File: src/rtl/zy_cpu_pkg.sv
// Shared CPU definitions: machine width, instruction memory geometry and the
// fetch buffer entry layout.
package zy_cpu_pkg;

    localparam int          XLEN     = 32;
    localparam int          IMEM_AW  = 10;
    localparam logic [31:0] RESET_PC = 32'h0000_0000;

    // One fetched instruction together with the PC it was read from.
    typedef struct packed {
        logic [XLEN-1:0] pc;
        logic [XLEN-1:0] instr;
    } fetch_entry_t;

    // Sequential word PC; wraps naturally at 2^32.
    function automatic logic [XLEN-1:0] next_word_pc(input logic [XLEN-1:0] pc);
        return pc + 32'd4;
    endfunction

endpackage

File: src/rtl/fetch_buf.sv
// Small synchronous FIFO of fetch entries. Flush beats push; the caller
// guarantees no push into a full buffer and no pop from an empty one.
module fetch_buf
    import zy_cpu_pkg::*;
#(
    parameter  int DEPTH = 2,
    localparam int CW    = $clog2(DEPTH + 1),
    localparam int PW    = (DEPTH > 1) ? $clog2(DEPTH) : 1
) (
    input  logic           clk,
    input  logic           rst,
    input  logic           push,
    input  fetch_entry_t   push_data,
    input  logic           pop,
    input  logic           flush,
    output logic [CW-1:0]  count,
    output fetch_entry_t   head
);

    fetch_entry_t   mem_r [DEPTH];
    logic [PW-1:0]  wr_ptr_r;
    logic [PW-1:0]  rd_ptr_r;
    logic [CW-1:0]  count_r;

    // Pointers wrap at DEPTH, which need not be a power of two.
    function automatic logic [PW-1:0] ptr_inc(input logic [PW-1:0] p);
        if (p == PW'(DEPTH - 1)) begin
            return {PW{1'b0}};
        end else begin
            return p + PW'(1);
        end
    endfunction

    // Entry storage; contents are qualified by count so it needs no reset.
    always_ff @(posedge clk) begin
        if (push && !flush && !rst) begin
            mem_r[wr_ptr_r] <= push_data;
        end
    end

    // Pointer and occupancy bookkeeping; reset and flush both empty the buffer.
    always_ff @(posedge clk) begin
        if (rst || flush) begin
            wr_ptr_r <= {PW{1'b0}};
            rd_ptr_r <= {PW{1'b0}};
            count_r  <= {CW{1'b0}};
        end else begin
            if (push) begin
                wr_ptr_r <= ptr_inc(wr_ptr_r);
            end
            if (pop) begin
                rd_ptr_r <= ptr_inc(rd_ptr_r);
            end
            case ({push, pop})
                2'b10:   count_r <= count_r + CW'(1);
                2'b01:   count_r <= count_r - CW'(1);
                default: count_r <= count_r;
            endcase
        end
    end

    assign count = count_r;
    assign head  = mem_r[rd_ptr_r];

endmodule

File: src/rtl/fetch_ctrl.sv
// Fetch sequencer: issues one word address per cycle to a 1-cycle synchronous
// instruction memory, buffers returning words with their PC and hands them to
// decode over valid/ready. Redirects flush all wrong-path words.
module fetch_ctrl #(
    parameter logic [31:0] RESET_PC  = zy_cpu_pkg::RESET_PC,
    parameter int          BUF_DEPTH = 2,
    parameter int          IMEM_AW   = zy_cpu_pkg::IMEM_AW
) (
    input  logic               clk,
    input  logic               rst,
    input  logic               i_redirect,
    input  logic [31:0]        i_redirect_pc,
    input  logic               i_halt,
    output logic [IMEM_AW-1:0] o_imem_addr,
    input  logic [31:0]        i_imem_dout,
    output logic               o_valid,
    output logic [31:0]        o_pc,
    output logic [31:0]        o_instr,
    input  logic               i_ready
);
    import zy_cpu_pkg::*;

    localparam int CW = $clog2(BUF_DEPTH + 1);

    logic [31:0]   fetch_pc_r;
    logic          req_v_r;
    logic [31:0]   req_pc_r;

    logic [31:0]   issue_pc_s;
    logic          valid_s;
    logic          deq_s;
    logic          credit_ok_s;
    logic          issue_s;
    logic          push_s;
    logic [CW-1:0] count_s;
    fetch_entry_t  push_data_s;
    fetch_entry_t  head_s;

    // Issue decision: a redirect always issues (the buffer is being flushed),
    // otherwise only while buffered + in-flight - leaving stays below depth.
    always_comb begin
        issue_pc_s  = i_redirect ? (i_redirect_pc & 32'hFFFF_FFFC) : fetch_pc_r;
        valid_s     = !rst && (count_s != {CW{1'b0}});
        deq_s       = valid_s && i_ready;
        credit_ok_s = i_redirect ||
                      ((int'(count_s) + int'(req_v_r)) < (BUF_DEPTH + int'(deq_s)));
        issue_s     = !rst && !i_halt && credit_ok_s;
        push_s      = req_v_r && !i_redirect;
        push_data_s.pc    = req_pc_r;
        push_data_s.instr = i_imem_dout;
    end

    // PC and in-flight request tracking; a non-issuing cycle still latches a
    // redirect target because issue_pc_s already selects it.
    always_ff @(posedge clk) begin
        if (rst) begin
            fetch_pc_r <= RESET_PC;
            req_v_r    <= 1'b0;
            req_pc_r   <= 32'h0000_0000;
        end else if (issue_s) begin
            fetch_pc_r <= next_word_pc(issue_pc_s);
            req_v_r    <= 1'b1;
            req_pc_r   <= issue_pc_s;
        end else begin
            fetch_pc_r <= issue_pc_s;
            req_v_r    <= 1'b0;
            req_pc_r   <= req_pc_r;
        end
    end

    fetch_buf #(
        .DEPTH (BUF_DEPTH)
    ) u_buf (
        .clk       (clk),
        .rst       (rst),
        .push      (push_s),
        .push_data (push_data_s),
        .pop       (deq_s),
        .flush     (i_redirect),
        .count     (count_s),
        .head      (head_s)
    );

    assign o_imem_addr = issue_pc_s[IMEM_AW+1:2];
    assign o_valid     = valid_s;
    assign o_pc        = valid_s ? head_s.pc    : 32'h0000_0000;
    assign o_instr     = valid_s ? head_s.instr : 32'h0000_0000;

endmodule
File: config.mk
export PLATFORM = sky130hd
export DESIGN_NAME = fetch_ctrl
export DESIGN_NICKNAME = d
export VERILOG_FILES = /design/src/rtl/zy_cpu_pkg.sv /design/src/rtl/fetch_buf.sv /design/src/rtl/fetch_ctrl.sv
export SDC_FILE = /design/constraint.sdc
export NUM_CORES = 1
export LEC_CHECK = 0
export CAP_MARGIN = 20
export CORE_ASPECT_RATIO = 1.2
export CORE_MARGIN = 2
export CORE_UTILIZATION = 35
export CTS_BUF_LIST = sky130_fd_sc_hd__clkbuf_4 sky130_fd_sc_hd__clkbuf_8
export DETAILED_ROUTE_END_ITERATION = 6
export GPL_ROUTABILITY_DRIVEN = 0
export GPL_TIMING_DRIVEN = 1
export PLACE_DENSITY_LB_ADDON = 0.12
export SETUP_SLACK_MARGIN = 0.4
export SLEW_MARGIN = 5
export SYNTH_ARGS = -nofsm -noshare
export SYNTH_HDL_FRONTEND = slang
export SYNTH_SLANG_ARGS = --single-unit
File: constraint.sdc
create_clock -name clk -period 10.6 [get_ports clk]
set_input_delay 2.12 -clock clk [delete_from_list [all_inputs] [get_ports clk]]
set_output_delay 2.12 -clock clk [all_outputs]
set_load 0.01 [all_outputs]
==> metrics.cfg <==
[status]
status = complete, no violations

[yosys]
syn_inst = 694
synth_area_sq_mm = 0.00853
yosys_warnings = 0
synth.avg_cell_area_sq_um = 12.3
synthTopCellsByArea = edfxtp_1 45%, dfxtp_1 16%, mux2i_1 10%
synth.distinct_cells = 60
netlist.area_leader.share_pct = 45.1
syn_nets = 767
ys.flop_type = edfxtp_1
ys_ff_latch = 198
yosysTopAreaCell = edfxtp_1
async_flop_share_pct = 0
synth_enable_flop_cells = 128
ys_seq_area_share_pct = 61.5

[floorplan]
core_sq_mm = 0.0240
die_h_microns = 175
die_area_sq_mm = 0.0256
die_w_microns = 147
rows = 62
start_util_pct = 35.6
ios = 144

[cts]
post_cts.repair.setup_buffers = 0
cts_root_buf = clkbuf_8
numCtsBuffers = 17
postCtsHoldBufs = 0
cts_tree = built
clock_sinks = 198
clk_pin_slew_ns = 0.09
cts_resized = 0
ctsLongestPathBuffers = 2
clkLatencyLatePin_ns = 0.45
ctsHtreeMaxLevel = 4

[setup_path]
required_ns = 8.48
endpoint_kind = primary output
cp_slowest_cell = buf_4
rr_startpoint = u_buf.count[0]
slowest_delay_ns = 0.64
cp.arrival_ns = 4.50
r2r_cells = 10
cp_top_family = buffers and inverters
critical_path_depth = 6
cp-startpoint = rst
cp_max_fo = 82
crit_chain = buf_2 -> buf_4 -> o21bai_4 -> buf_4 -> nor2_1 -> clkdlybuf4s50_1
crit_path_start_kind = input port
cp_num_buf_inv = 4
crit_top_cell = buf_4
crit_type = input port to primary output

[sta]
fin_setup_tns_ns = 0
fmaxAchievable_mhz = 151
post-route-min-period_ns = 6.62
max-slew-margin-rel_pct = 35.4
slew_violations = 0
finalCritPeriodShare_pct = 62.5
fin_skew_ns = 0.0191
holdWs_ns = 0.463
setup_viol = 0
worst_slew_pin_slew_ns = 0.969
rsz0062_at_grt = false
hold_viol = 0

[drt]
first_iter_violations = 282
drc_errors = 0
wl_microns = 18900
ant_nets = 0
vias = 5680
routedWlPerCell_microns = 16.5
detail_route.vias_per_cell = 4.96
drt_first_pass_iters = 7

[grt]
grt.total_usage_pct = 15.0
gr-total-overflow = 0
grt_antenna_before_repair = 0
grt_pass1_wl_microns = 30500
grt_max_degree = 88
grt_pass1_vias = 5820

[pwr]
leakage_uw = 0.00343
worst_ir_drop_vdd_uv = 73.3
p_per_area_mw_per_mm2 = 137

[min_path]
min_from = req_pc_r[1]
hold_class = flop to flop
hold_depth = 0

[placed_design]
port-buffer-count = 141
dp_cells = 1112
dp_hpwl_microns = 12500

[final_layout]
drive_gt1_share_pct = 7.88
fin_nets = 885
final_cells = 1145
area_growth_pct = 23.5
antennaDiodeCount = 0

[flow_run]
drv_cap = 0

-- path summary, 6_finish.rpt --
kind,to,slack [ns]
max,o_pc[12],3.98
min,u_buf.mem_r[1][33],0.46
max reg2reg,fetch_pc_r[26],7.23
min reg2reg,u_buf.mem_r[1][33],0.46
-- layer usage --
| layer | routed length (microns) | global-route usage, % | part of all wire, % |
|---|---|---|---|
| met5 | 0 | 0 | 0 |
| met1 | 8800 | 19.7 | 47 |
| met3 | 781 | 2.74 | 4.1 |
| met2 | 8940 | 24.8 | 47 |
| met4 | 381 | 5.83 | 2.0 |
-- state kept, by name (all words and copies together) (netlist names), named ones only --
signal and flops:
u_buf.mem_r 128, fetch_pc_r 32, u_buf.wr_ptr_r 1, req_pc_r 32
req_v_r 1, u_buf.count 2, u_buf.rd_ptr_r 1
-- power by group --
part           switching (uW)  internal [uW]  total [uW]
Combinational            61.7           59.2         121
Clock                     267            198         465
Sequential               12.3            842         855
Total                     341           1100        1440
-- Yosys cell counts, types with 3 or more instances --
master      n
edfxtp_1  128
nor2_1     98
mux2i_1    87
dfxtp_1    70
nand3b_1   32
o21ai_0    27
nand2_1    25
clkbuf_1   23
nand3_1    18
xnor2_1    16
buf_4      14
nor3_1     14
inv_1      11
nand4_1    11
a211oi_1    8
nor4_1      7
a21oi_1     6
buf_1       6
buf_2       6
nand2b_1    6
nand4b_1    6
mux2_2      5
nor2b_1     5
ha_1        4
nor3b_1     4
o31ai_1     4
a222oi_1    3
a22oi_1     3
and2_1      3
nand3_2     3
o22a_1      3
o31a_1      3
-- through the flow --
stage                     total power (uW)  cell area [sq um]  setup WS, ns  util (%)
after global routing                  1500              10500          3.78      44.0
after CTS                             1460              10500          3.94      43.9
after detailed placement               994              10100          3.94      42.3
after floorplan                        940               8530          2.27         -
final                                 1440              10500          3.98      44.0
after global placement                 990              10100          3.97      42.3
-- area by class of cell --
cell class              instances  area (sq um)
flip-flops and latches        198          5250
clock inverters                12           123
fillers                      2250         13400
inverters                      13          51.3
well taps                     320           400
repair buffers                151          1500
multi-input cells             431          2960
clock buffers                  20           256
-- worst register-to-register path, cell delays in order (launching register included) --
cell and delay (ns):
dfxtp_1 0.40, o21bai_4 0.35, buf_4 0.55, inv_2 0.09, and2_4 0.20, a22oi_4 0.15
buf_4 0.38, inv_4 0.31, and4_1 0.35, and4_4 0.20, mux2_1 0.30
-- cell families after synthesis --
family / Yosys count / synth area share, %
compound gates: 75 / 6.31
flops: 198 / 61.5
xor+xnor: 18 / 1.85
simple gates: 241 / 14.9
fa+ha+maj: 4 / 0.587
buf+inv: 65 / 3.90
mux: 93 / 11.0
-- layout by cell type, fill, tap and decap left out, types with 4 or more instances in the layout --
cell type	instances
clkdlybuf4s50_1	139
buf_4	9
nand3_1	18
clkbuf_8	17
a21oi_1	6
clkinvlp_4	5
ha_1	4
mux2_2	5
xnor2_1	16
inv_1	11
dfxtp_1	69
edfxtp_1	128
nand4b_1	6
nand2b_1	6
nor3_1	13
a211oi_1	8
nor4_1	7
o31ai_1	4
nand2_1	25
nand4_1	11
mux2i_1	87
nand3b_1	32
nor2_1	98
o21ai_0	27
nor2b_1	5
(Power assumes the default switching activity.)
